`src/rtl/key_sel_gen.sv`:
```
// Debounced push-button stepper driving the 3-bit decoder select (in1 = MSB).
// Optional free-running auto step while the key is idle: define AUTO_STEP_EN.
module key_sel_gen #(
    parameter logic [19:0] CNT_MAX  = 20'd999_999,
    parameter logic [24:0] AUTO_MAX = 25'd24_999_999
) (
    input  logic sys_clk,
    input  logic sys_rst_n,
    input  logic key_in,
    output logic in1,
    output logic in2,
    output logic in3,
    output logic sel_flag
);

    localparam int unsigned CNT_W = 20;
    localparam int unsigned SEL_W = 3;

    typedef enum logic [1:0] {
        IDLE   = 2'd0,
        P_FILT = 2'd1,
        DOWN   = 2'd2,
        R_FILT = 2'd3
    } state_t;

    logic              sync1;
    logic              key_s;
    state_t            state;
    logic [CNT_W-1:0]  cnt;
    logic [CNT_W-1:0]  cnt_inc_c;
    logic [SEL_W-1:0]  sel;
    logic              accept_c;
    logic              auto_hit_c;
    logic              step_c;

    // Two-flop synchroniser; resets to the released (high) level
    always_ff @(posedge sys_clk) begin
        if (!sys_rst_n) begin
            sync1 <= 1'b1;
            key_s <= 1'b1;
        end else begin
            sync1 <= key_in;
            key_s <= sync1;
        end
    end

    assign cnt_inc_c = cnt + CNT_W'(1);

    // The IDLE->P_FILT sample counts as the first low sample of the window
    assign accept_c = (state == P_FILT) && !key_s && (cnt_inc_c == CNT_MAX);

    always_ff @(posedge sys_clk) begin
        if (!sys_rst_n) begin
            state <= IDLE;
            cnt   <= '0;
        end else begin
            case (state)
                IDLE: begin
                    if (!key_s) begin
                        cnt   <= '0;
                        state <= P_FILT;
                    end
                end
                P_FILT: begin
                    if (key_s) begin
                        cnt   <= '0;
                        state <= IDLE;
                    end else begin
                        cnt <= cnt_inc_c;
                        if (cnt_inc_c == CNT_MAX) begin
                            state <= DOWN;
                        end
                    end
                end
                DOWN: begin
                    if (key_s) begin
                        cnt   <= '0;
                        state <= R_FILT;
                    end
                end
                R_FILT: begin
                    if (!key_s) begin
                        state <= DOWN;
                    end else begin
                        cnt <= cnt_inc_c;
                        if (cnt_inc_c == CNT_MAX) begin
                            state <= IDLE;
                        end
                    end
                end
                default: begin
                    cnt   <= '0;
                    state <= IDLE;
                end
            endcase
        end
    end

`ifdef AUTO_STEP_EN
    localparam int unsigned AUTO_W = 25;

    logic [AUTO_W-1:0] auto_cnt;

    assign auto_hit_c = (state == IDLE) && (auto_cnt == AUTO_MAX);

    // Auto period restarts on any step and whenever the key is not idle
    always_ff @(posedge sys_clk) begin
        if (!sys_rst_n) begin
            auto_cnt <= '0;
        end else if (state != IDLE || step_c) begin
            auto_cnt <= '0;
        end else begin
            auto_cnt <= auto_cnt + AUTO_W'(1);
        end
    end
`else
    assign auto_hit_c = 1'b0;
`endif

    // Acceptance only happens in P_FILT and auto only in IDLE, so one +1 at most
    assign step_c = accept_c | auto_hit_c;

    always_ff @(posedge sys_clk) begin
        if (!sys_rst_n) begin
            sel      <= '0;
            sel_flag <= 1'b0;
        end else begin
            sel_flag <= step_c;
            if (step_c) begin
                sel <= sel + SEL_W'(1);
            end
        end
    end

    assign in1 = sel[2];
    assign in2 = sel[1];
    assign in3 = sel[0];

endmodule

```
`config.mk`:
```
export PLATFORM = sky130hd
export DESIGN_NAME = key_sel_gen
export DESIGN_NICKNAME = d
export VERILOG_FILES = /design/src/rtl/key_sel_gen.sv
export SDC_FILE = /design/constraint.sdc
export NUM_CORES = 1
export LEC_CHECK = 0
export BUFFER_PORTS_ARGS = -buffer_cell sky130_fd_sc_hd__buf_2
export CELL_PAD_IN_SITES_DETAIL_PLACEMENT = 0
export CELL_PAD_IN_SITES_GLOBAL_PLACEMENT = 1
export CORE_UTILIZATION = 45
export CTS_CLUSTER_DIAMETER = 200
export DETAILED_ROUTE_END_ITERATION = 12
export PLACE_DENSITY = 0.81
export SYNTH_ARGS = -nofsm -noshare
export SYNTH_HDL_FRONTEND = slang
export SYNTH_SLANG_ARGS = --single-unit
```
`constraint.sdc`:
```
create_clock -name sys_clk -period 5.3 [get_ports sys_clk]
set_input_delay 0.53 -clock sys_clk [delete_from_list [all_inputs] [get_ports sys_clk]]
set_output_delay 0.53 -clock sys_clk [all_outputs]
set_load 0.02 [all_outputs]
```
==> impl_metrics.tcl <==
set metrics [dict create \
    grt_max_degree 26 \
    seq_power_share_pct 53.8 \
    path_class "reg -> reg" \
    p_total_mw 0.394 \
    post_cts_buffers 0 \
    dpl_cell_area_sq_mm 0.00178 \
    io_pins 7 \
    setup_viol 0 \
    finalCritPeriodShare_pct 51.2 \
    ys_seq_area_share_pct 32.3 \
    final_common_cell "nor2_1" \
    syn-instance-count 222 \
    timing.fmax_ghz 0.368 \
    rsz0062_at_grt "false" \
    setup_tns_ns 0 \
    syn2layout_area_growth_pct 6.34 \
    drive_gt1_share_pct 9.55 \
    grt_usage_pct 21.7 \
    cts_tree "built" \
    synth_warnings 0 \
    rows 22 \
    place_inst 264 \
    p_comb_share_pct 3.3 \
    p_leak_nw 0.641 \
    swShare_pct 19.8 \
    clkPwrFrac_pct 42.9 \
    skew_ns 0.00432 \
    cts.htree.levels 1 \
    status "completed" \
    vias 1634 \
    antenna_found_initial 0 \
    drc 0 \
    hold_viol_final 0 \
    ctsResizeCount 0 \
    first_iter_violations 98 \
    syn_area_per_cell_sq_um 7.82 \
    worst_slew_pin_slew_ns 0.788 \
    yosysUniqueCellTypes 46 \
    power.density_mw_per_mm2 213 \
    final_util_pct 50.1 \
    synth_area_leaders "dfxtp_1 32%, nor2_1 6.3%, o21ai_0 4.3%" \
    cts_buffer_depth 2 \
    wl_um 4000 \
    path_cells "ha_1 -> nand3_2 -> o21ai_0 -> nor4b_1 -> nand3_1 -> nor4_1 -> mux2i_1" \
    diodes 0 \
    synth_fp_nets 228 \
    io_buffers 6 \
    dieArea_sq_mm 0.00411 \
    dr.pass1.iters 4 \
    endpoint_kind "flop" \
    synth_top_area_share_pct 32.3 \
    clock-sinks 28 \
    maxSlewViolCount 0 \
    core_area_sq_mm 0.00369 \
    async_flop_share_pct 0 \
    die_w_um 64.1 \
    relSlewSlack_pct 47.3 \
    yosys.area.top_type "dfxtp_1" \
    dp_hpwl_um 2850 \
    clk_pin_slew_ns 0.10 \
    grt_pass1_wl_um 6980 \
    worstHoldPathType "reg -> reg" \
    path_max_fanout 10 \
    design_area_sq_mm 0.00185 \
    p_int_mw 0.316 \
    layout.nets 227 \
    fin_cells 268 \
    gp_congestion 0.837 \
    worst_hold_slack_ns 0.423 \
    timing.final.crit_period_ns 2.71 \
    slowest_delay_ns 0.59 \
    cts-buffers-inserted 3 \
    worst_slack_ns 2.59 \
    required_ns 5.51 \
    grt_pass1_vias 1568 \
    synth-edff-count 0 \
    cts.hold.buffers_added 0 \
    cpMaxStageDelayCell "nor4b_1" \
    die_h_um 64.1 \
    wl_per_cell_um 14.9 \
    netlist_area_sq_mm 0.00174 \
    ant_nets 0 \
    ys_seq_elements 28 \
    critPathLaunchType "flop" \
    synthFlopType "dfxtp_1" \
    grt_overflow 0 \
    cts-root-buf "clkbuf_8" \
    start_util_pct 47.1 \
    maxCapViolCount 0 \
    place_ws_ns 2.65 \
    crit_arrival_ns 2.92 \
    most-common-layout-cells "29 x nor2_1, 28 x dfxtp_1, 18 x nand2_1" \
    via_per_inst 6.10 \
    clkLatencyLatePin_ns 0.27 \
    net-switching-power_mw 0.0781 \
    peakVddDrop_mv 0.115 \
]
==> path summary, 6_finish.rpt <==
path | from | endpoint | slack (ns) | cells after the start
max | cnt[0] | sel[2] | 2.59 | 7
min | sync1 | key_s | 0.42 | 1
min reg2reg | sync1 | key_s | 0.42 | 1
max reg2reg | cnt[0] | sel[2] | 2.59 | 7
==> power by group through the flow <==
stage          Sequential, mW  Clock (mW)  Combinational (mW)
2_1_floorplan           0.217           0             0.00969
3_3_place_gp            0.217           0              0.0130
3_5_place_dp            0.217           0              0.0134
4_1_cts                 0.212       0.173              0.0134
5_1_grt                 0.212       0.181              0.0153
6_report                0.212       0.169              0.0131
==> cell type report <==
class / instances / area [sq um]
Inverter: 8 / 30.0
Clock inverter: 1 / 30.0
Clock buffer: 3 / 41.3
Sequential cell: 28 / 561
Fill cell: 365 / 1840
Timing Repair Buffer: 6 / 30.0
Tap cell: 48 / 60.1
Multi-Input combinational cell: 174 / 1090
==> metal layers <==
| metal | up-vias | routed length (um) | track usage (%) |
|---|---|---|---|
| met5 | - | 0 | 0 |
| met2 | 24 | 1930 | 37.4 |
| met3 | 8 | 75 | 2.50 |
| met1 | 791 | 1910 | 27.3 |
| met4 | 0 | 85 | 8.89 |
| li1 | 811 | - | - |
==> state kept, by name (all words and copies together), names as in the netlist, named ones only <==
register	cells
cnt	20
key_s	1
sel	3
sel_flag	1
state	1
sync1	1
==> kinds of logic after synthesis <==
| logic type | share of synthesized area [%] |
|---|---|
| mux | 2.31 |
| fa+ha+maj | 2.16 |
| simple gates | 34.7 |
| xor+xnor | 3.53 |
| buf+inv | 4.68 |
| compound gates | 20.3 |
| flops | 32.3 |
==> critical path: cells and delay by family (launching register included) <==
kind | cells | cell delay (ns)
compound gates | 1 | 0.23
simple gates | 4 | 1.45
fa+ha+maj | 1 | 0.28
flops | 1 | 0.47
mux | 1 | 0.22
==> Yosys cell counts, drive strengths merged (6+ instances only) <==
cell type	count
clkbuf	7
nand4	9
a22oi	6
nor2	29
and3	6
inv	8
nand2	18
o21ai	17
nor4	8
nand3	9
nor3	11
dfxtp	28
a21oi	11
nand2b	6
Power figures use the tool's default switching activity.
